--- config.mk ---
export PLATFORM = sky130hd
export DESIGN_NAME = mem_port_arbiter
export DESIGN_NICKNAME = d
export VERILOG_FILES = /design/src/rtl/mem_port_arbiter.sv
export SDC_FILE = /design/constraint.sdc
export NUM_CORES = 1
export LEC_CHECK = 0
export CORE_ASPECT_RATIO = 1.4
export CORE_MARGIN = 2
export CORE_UTILIZATION = 35
export CTS_CLUSTER_DIAMETER = 60
export CTS_CLUSTER_SIZE = 28
export DETAILED_ROUTE_END_ITERATION = 10
export PLACE_DENSITY = 0.69
export SYNTH_ARGS = -nofsm -noshare
export SYNTH_HDL_FRONTEND = slang
export SYNTH_SLANG_ARGS = --single-unit
--- constraint.sdc ---
create_clock -name clk -period 3.5 [get_ports clk]
set_clock_uncertainty 0.15 [all_clocks]
set_input_delay 0.7 -clock clk [delete_from_list [all_inputs] [get_ports clk]]
set_output_delay 0.7 -clock clk [all_outputs]
set_load 0.005 [all_outputs]
--- src/rtl/mem_port_arbiter.sv ---
// Shares one single-port synchronous SRAM between fetch and data ports.
// Data has priority; a starvation guard and a data lock shape the grants.
module mem_port_arbiter #(
  parameter int WIDTH        = 32,
  parameter int ADDRSIZE     = 12,
  parameter int STARVE_LIMIT = 4
) (
  input  logic                clk,
  input  logic                rst,
  input  logic                i_req,
  input  logic [ADDRSIZE-1:0] i_addr,
  output logic                i_gnt,
  output logic [WIDTH-1:0]    i_rdata,
  output logic                i_rvalid,
  input  logic                d_req,
  input  logic                d_we,
  input  logic [ADDRSIZE-1:0] d_addr,
  input  logic [WIDTH-1:0]    d_wdata,
  input  logic                d_lock,
  output logic                d_gnt,
  output logic [WIDTH-1:0]    d_rdata,
  output logic                d_rvalid,
  output logic                mem_en,
  output logic                mem_we,
  output logic [ADDRSIZE-1:0] mem_addr,
  output logic [WIDTH-1:0]    mem_wdata,
  input  logic [WIDTH-1:0]    mem_rdata,
  output logic [3:0]          starve_cnt
);

  localparam logic [3:0] LIM = 4'(STARVE_LIMIT);

  logic [3:0]          starve_q, starve_d;
  logic                own_v_q, own_d_q;
  logic [ADDRSIZE-1:0] addr_q;
  logic [WIDTH-1:0]    wdata_q;
  logic [WIDTH-1:0]    irdata_q, drdata_q;
  logic                sat;

  assign sat = (starve_q == LIM);

  // Per-cycle grant: lock, then starvation guard, then data, then fetch.
  always_comb begin
    i_gnt = 1'b0;
    d_gnt = 1'b0;
    if (rst) begin
      if (d_lock) begin
        d_gnt = d_req;
      end else if (sat && i_req) begin
        i_gnt = 1'b1;
      end else if (d_req) begin
        d_gnt = 1'b1;
      end else if (i_req) begin
        i_gnt = 1'b1;
      end
    end
  end

  // SRAM side: winner drives the bus, otherwise address/data hold.
  always_comb begin
    mem_en    = i_gnt | d_gnt;
    mem_we    = d_gnt & d_we;
    mem_addr  = addr_q;
    mem_wdata = wdata_q;
    if (d_gnt) begin
      mem_addr  = d_addr;
      mem_wdata = d_wdata;
    end else if (i_gnt) begin
      mem_addr  = i_addr;
      mem_wdata = '0;
    end
  end

  // Starvation counter next state.
  always_comb begin
    starve_d = starve_q;
    if (!i_req || i_gnt) begin
      starve_d = '0;
    end else if (d_lock) begin
      starve_d = starve_q;
    end else if (d_gnt && !sat) begin
      starve_d = starve_q + 4'd1;
    end
  end

  // Read return routing from the owner tag captured at grant.
  always_comb begin
    i_rvalid = own_v_q & ~own_d_q;
    d_rvalid = own_v_q & own_d_q;
    i_rdata  = i_rvalid ? mem_rdata : irdata_q;
    d_rdata  = d_rvalid ? mem_rdata : drdata_q;
  end

  assign starve_cnt = starve_q;

  // State: held bus values, owner tag, last returned data, counter.
  always_ff @(posedge clk or negedge rst) begin
    if (!rst) begin
      starve_q <= '0;
      own_v_q  <= 1'b0;
      own_d_q  <= 1'b0;
      addr_q   <= '0;
      wdata_q  <= '0;
      irdata_q <= '0;
      drdata_q <= '0;
    end else begin
      starve_q <= starve_d;
      own_v_q  <= mem_en & ~mem_we;
      own_d_q  <= d_gnt;
      if (mem_en) begin
        addr_q  <= mem_addr;
        wdata_q <= mem_wdata;
      end
      if (i_rvalid) irdata_q <= mem_rdata;
      if (d_rvalid) drdata_q <= mem_rdata;
    end
  end

endmodule
==> flow_metrics.py <==
metrics = {
    "run_status": {
        "outcome": "finished, final reports clean",
    },
    "synth": {
        "synth.distinct_cells": 27,
        "synth_edf_count": 0,
        "synthAdderAreaFrac_pct": 0.514,
        "ys_ff_latch": 114,
        "async_flop_share_pct": 100,
        "syn_area_per_cell_um2": 13.8,
        "muxShareOfSynthArea_pct": 15.0,
        "synth_largest_area_cell": "dfrtp_1",
        "synth_top_area_share_pct": 58.6,
        "ys_seq_area_share_pct": 58.6,
        "yosys-top-cells-area": "dfrtp_1, a22o_1, mux2_2",
        "synthXorXnorAreaFrac_pct": 0.180,
        "synth-compound-area-share_pct": 19.2,
        "synth_area_um2": 4870,
        "yosysWarnings": 0,
        "syn-num-nets": 448,
        "synthFlopType": "dfrtp_1",
        "synthSimpleGateAreaFrac_pct": 2.59,
        "synth_top_family_by_area": "compound AO/OA/AOI/OAI gates",
        "netlist_instances": 352,
    },
    "layout": {
        "antenna_cells": 0,
        "stdcell_count": 779,
        "fin_nets": 677,
        "nFillCells": 1160,
        "drive_gt1_share_pct": 18.9,
        "regArea_um2": 2850,
        "area_delta_synth_final_pct": 65.6,
        "multi_input_area_um2": 1860,
    },
    "die": {
        "rows": 51,
        "start_util_pct": 35.3,
        "io_pins": 212,
        "core_area_um2": 13800,
        "die_h_um": 144,
        "dieArea_um2": 14900,
        "die_x_um": 104,
    },
    "cts": {
        "htreeDepth": 4,
        "clockRootBuffer": "clkbuf_16",
        "clock_sinks": 114,
        "insertion_delay_ps": 400,
        "clockBufferDepth": 2,
        "clk_pin_slew_ps": 50,
        "cts_tree": "yes",
        "numCtsBuffers": 17,
    },
    "route": {
        "drc": 0,
        "routed_wl_mm": 13.9,
        "vias": 4003,
        "wl_per_cell_um": 17.9,
        "via_per_inst": 5.14,
        "drtIter0Drc": 178,
        "dr.pass1.iters": 4,
        "ant_nets": 0,
    },
    "pwr": {
        "p_total_mw": 4.53,
        "p_per_area_nw_per_um2": 562,
        "vdd.ir_drop.worst_mv": 0.342,
        "leakagePower_nw": 3.54,
    },
    "timing": {
        "maxSlewHeadroom_pct": 36.0,
        "finalSetupViolCount": 0,
        "fin_crit_sh_pct": 98.7,
        "max_freq_mhz": 289,
        "tns_ps": 0,
        "min_period_ps": 3460,
        "worst_pin_slew_ps": 960,
        "hold_viol_final": 0,
        "slew_viol_final": 0,
    },
    "place": {
        "gp_congestion": 0.732,
        "dp.final_hpwl_mm": 9.36,
        "placed_cells": 735,
        "portBuffers": 211,
    },
    "grt": {
        "grt_antenna_before_repair": 0,
        "grt_usage_pct": 18.2,
        "overflow": 0,
        "grt_pass1_vias": 4193,
        "grt_pass1_wl_mm": 21.5,
        "grt_max_degree": 77,
    },
    "critical_path": {
        "crit_slowest_cell": "clkdlybuf4s50_1",
        "crit_path_end_kind": "primary output",
        "crit_required_ps": 2650,
        "crit_family": "buffers and inverters",
        "critPathLaunchType": "primary input",
        "cp_max_fo": 11,
        "worstSetupPathType": "primary input to primary output",
        "cpPeakStageDelay_ps": 510,
        "crit_chain": "clkdlybuf4s50_1 > nor2b_2 > buf_6 > o21ai_4 > buf_12 > buf_12 > a22o_1 > clkdlybuf4s50_1",
        "critPathBufInv": 5,
        "critical_path_arrival_ps": 2610,
    },
    "hold_path": {
        "hold_path.class": "register to register",
    },
    "flow_run": {
        "maxCapViolCount": 0,
    },
}
==> synthesized netlist by cell type (2+ instances only) <==
library cell and count:
mux2_1 24, buf_1 3, nand2_1 2, a21oi_1 13, a22o_1 66, ha_1 2, buf_2 14, clkbuf_1 12
a221o_1 25, nand3_1 13, nor2b_1 3, dfrtp_1 114, inv_1 5, mux2_2 41, buf_6 3
==> registers in the layout (all words and copies together), names as in the netlist <==
name	flops
wdata_q	32
irdata_q	32
addr_q	12
drdata_q	32
starve_cnt	4
own_d_q	1
own_v_q	1
==> logic make-up after synthesis <==
group,count (synthesis)
fa+ha+maj,2
compound gates,108
flops,114
mux,65
xor+xnor,1
buf+inv,39
simple gates,23
==> per-layer routing <==
| layer | track usage, % | share of wire (%) | vias to the layer above | routed length (um) |
|---|---|---|---|---|
| li1 | - | - | 1813 | - |
| met1 | 21.5 | 41 | 2037 | 5650 |
| met2 | 31.8 | 53 | 140 | 7360 |
| met3 | 5.44 | 5.5 | 13 | 766 |
| met4 | 5.83 | 1.2 | 0 | 163 |
| met5 | 0 | 0 | - | 0 |
==> timing repair <==
item                                    in CTS  in global routing
gates resized for setup                      1                  9
gates cloned                                 1                  3
buffers inserted                             0                  7
pin swaps                                    1                  2
hold buffers                                 1                  0
endpoints found under the setup margin       3                 23
endpoints found under the hold margin        1                  0
==> worst register-to-register path: stages, from the launching register on <==
cell and delay, ps:
dfrtp_1 420, inv_1 60, ha_1 180, and3b_2 300, a21oi_4 260, clkbuf_16 240, buf_4 210, a22o_1 170
==> final timing paths <==
kind                                from       endpoint  depth (start not counted)  slack [ps]
min in group asynchronous            rst   drdata_q[30]                          2         400
max reg2reg                starve_cnt[1]    wdata_q[21]                          7        1450
max                                i_req  mem_wdata[23]                          8          40
min                         irdata_q[18]   irdata_q[18]                          1         330
max in group asynchronous            rst    wdata_q[20]                          3        1470
min reg2reg                 irdata_q[18]   irdata_q[18]                          1         330
==> layout make-up <==
type	instances	area share [%]
well taps	185	2.87
clock buffers	17	5.28
clock inverters	15	2.47
multi-input cells	200	23.1
inverters	6	0.279
repair buffers	242	30.6
flip-flops and latches	114	35.4
==> metrics by stage <==
step / instance area, um^2 / hold slack, ps / utilization [%] / setup slack (ps)
after floorplan: 4870 / 254 / - / 934
after global placement: 7270 / 315 / 52.7 / 41.3
after detailed placement: 7270 / 320 / 52.7 / 21.9
after CTS: 7910 / 333 / 57.4 / 15.3
after global routing: 8060 / 346 / 58.5 / -2.71
final: 8060 / 330 / 58.5 / 43.9
==> report_power, final <==
| group | internal, mW | total (mW) | switching (mW) | leakage (nW) |
|---|---|---|---|---|
| Combinational | 0.721 | 1.10 | 0.384 | 1.85 |
| Sequential | 1.54 | 1.62 | 0.0767 | 1.38 |
| Clock | 1.14 | 1.81 | 0.665 | 0.303 |
==> placed cells by master, fill, tap and decap left out, drive strengths merged <==
cell type | Yosys | layout
nor4b | 1 | 1
dfrtp | 114 | 114
dlygate4sd3 | 0 | 1
nor3 | 1 | 1
bufinv | 0 | 3
o211a | 1 | 2
a22o | 66 | 66
dlymetal6s2s | 0 | 7
xnor2 | 1 | 1
clkbuf | 12 | 20
nand3 | 13 | 13
inv | 6 | 12
nand2 | 2 | 2
clkinvlp | 0 | 1
nor2b | 3 | 3
and2 | 1 | 1
mux2 | 65 | 65
a21oi | 14 | 14
a221o | 25 | 25
a21boi | 1 | 1
ha | 2 | 2
clkinv | 0 | 5
and3b | 1 | 1
o21ai | 1 | 1
clkdlybuf4s50 | 0 | 203
nand2b | 1 | 1
buf | 21 | 28
Note: power is estimated with default switching activity, not from simulation.
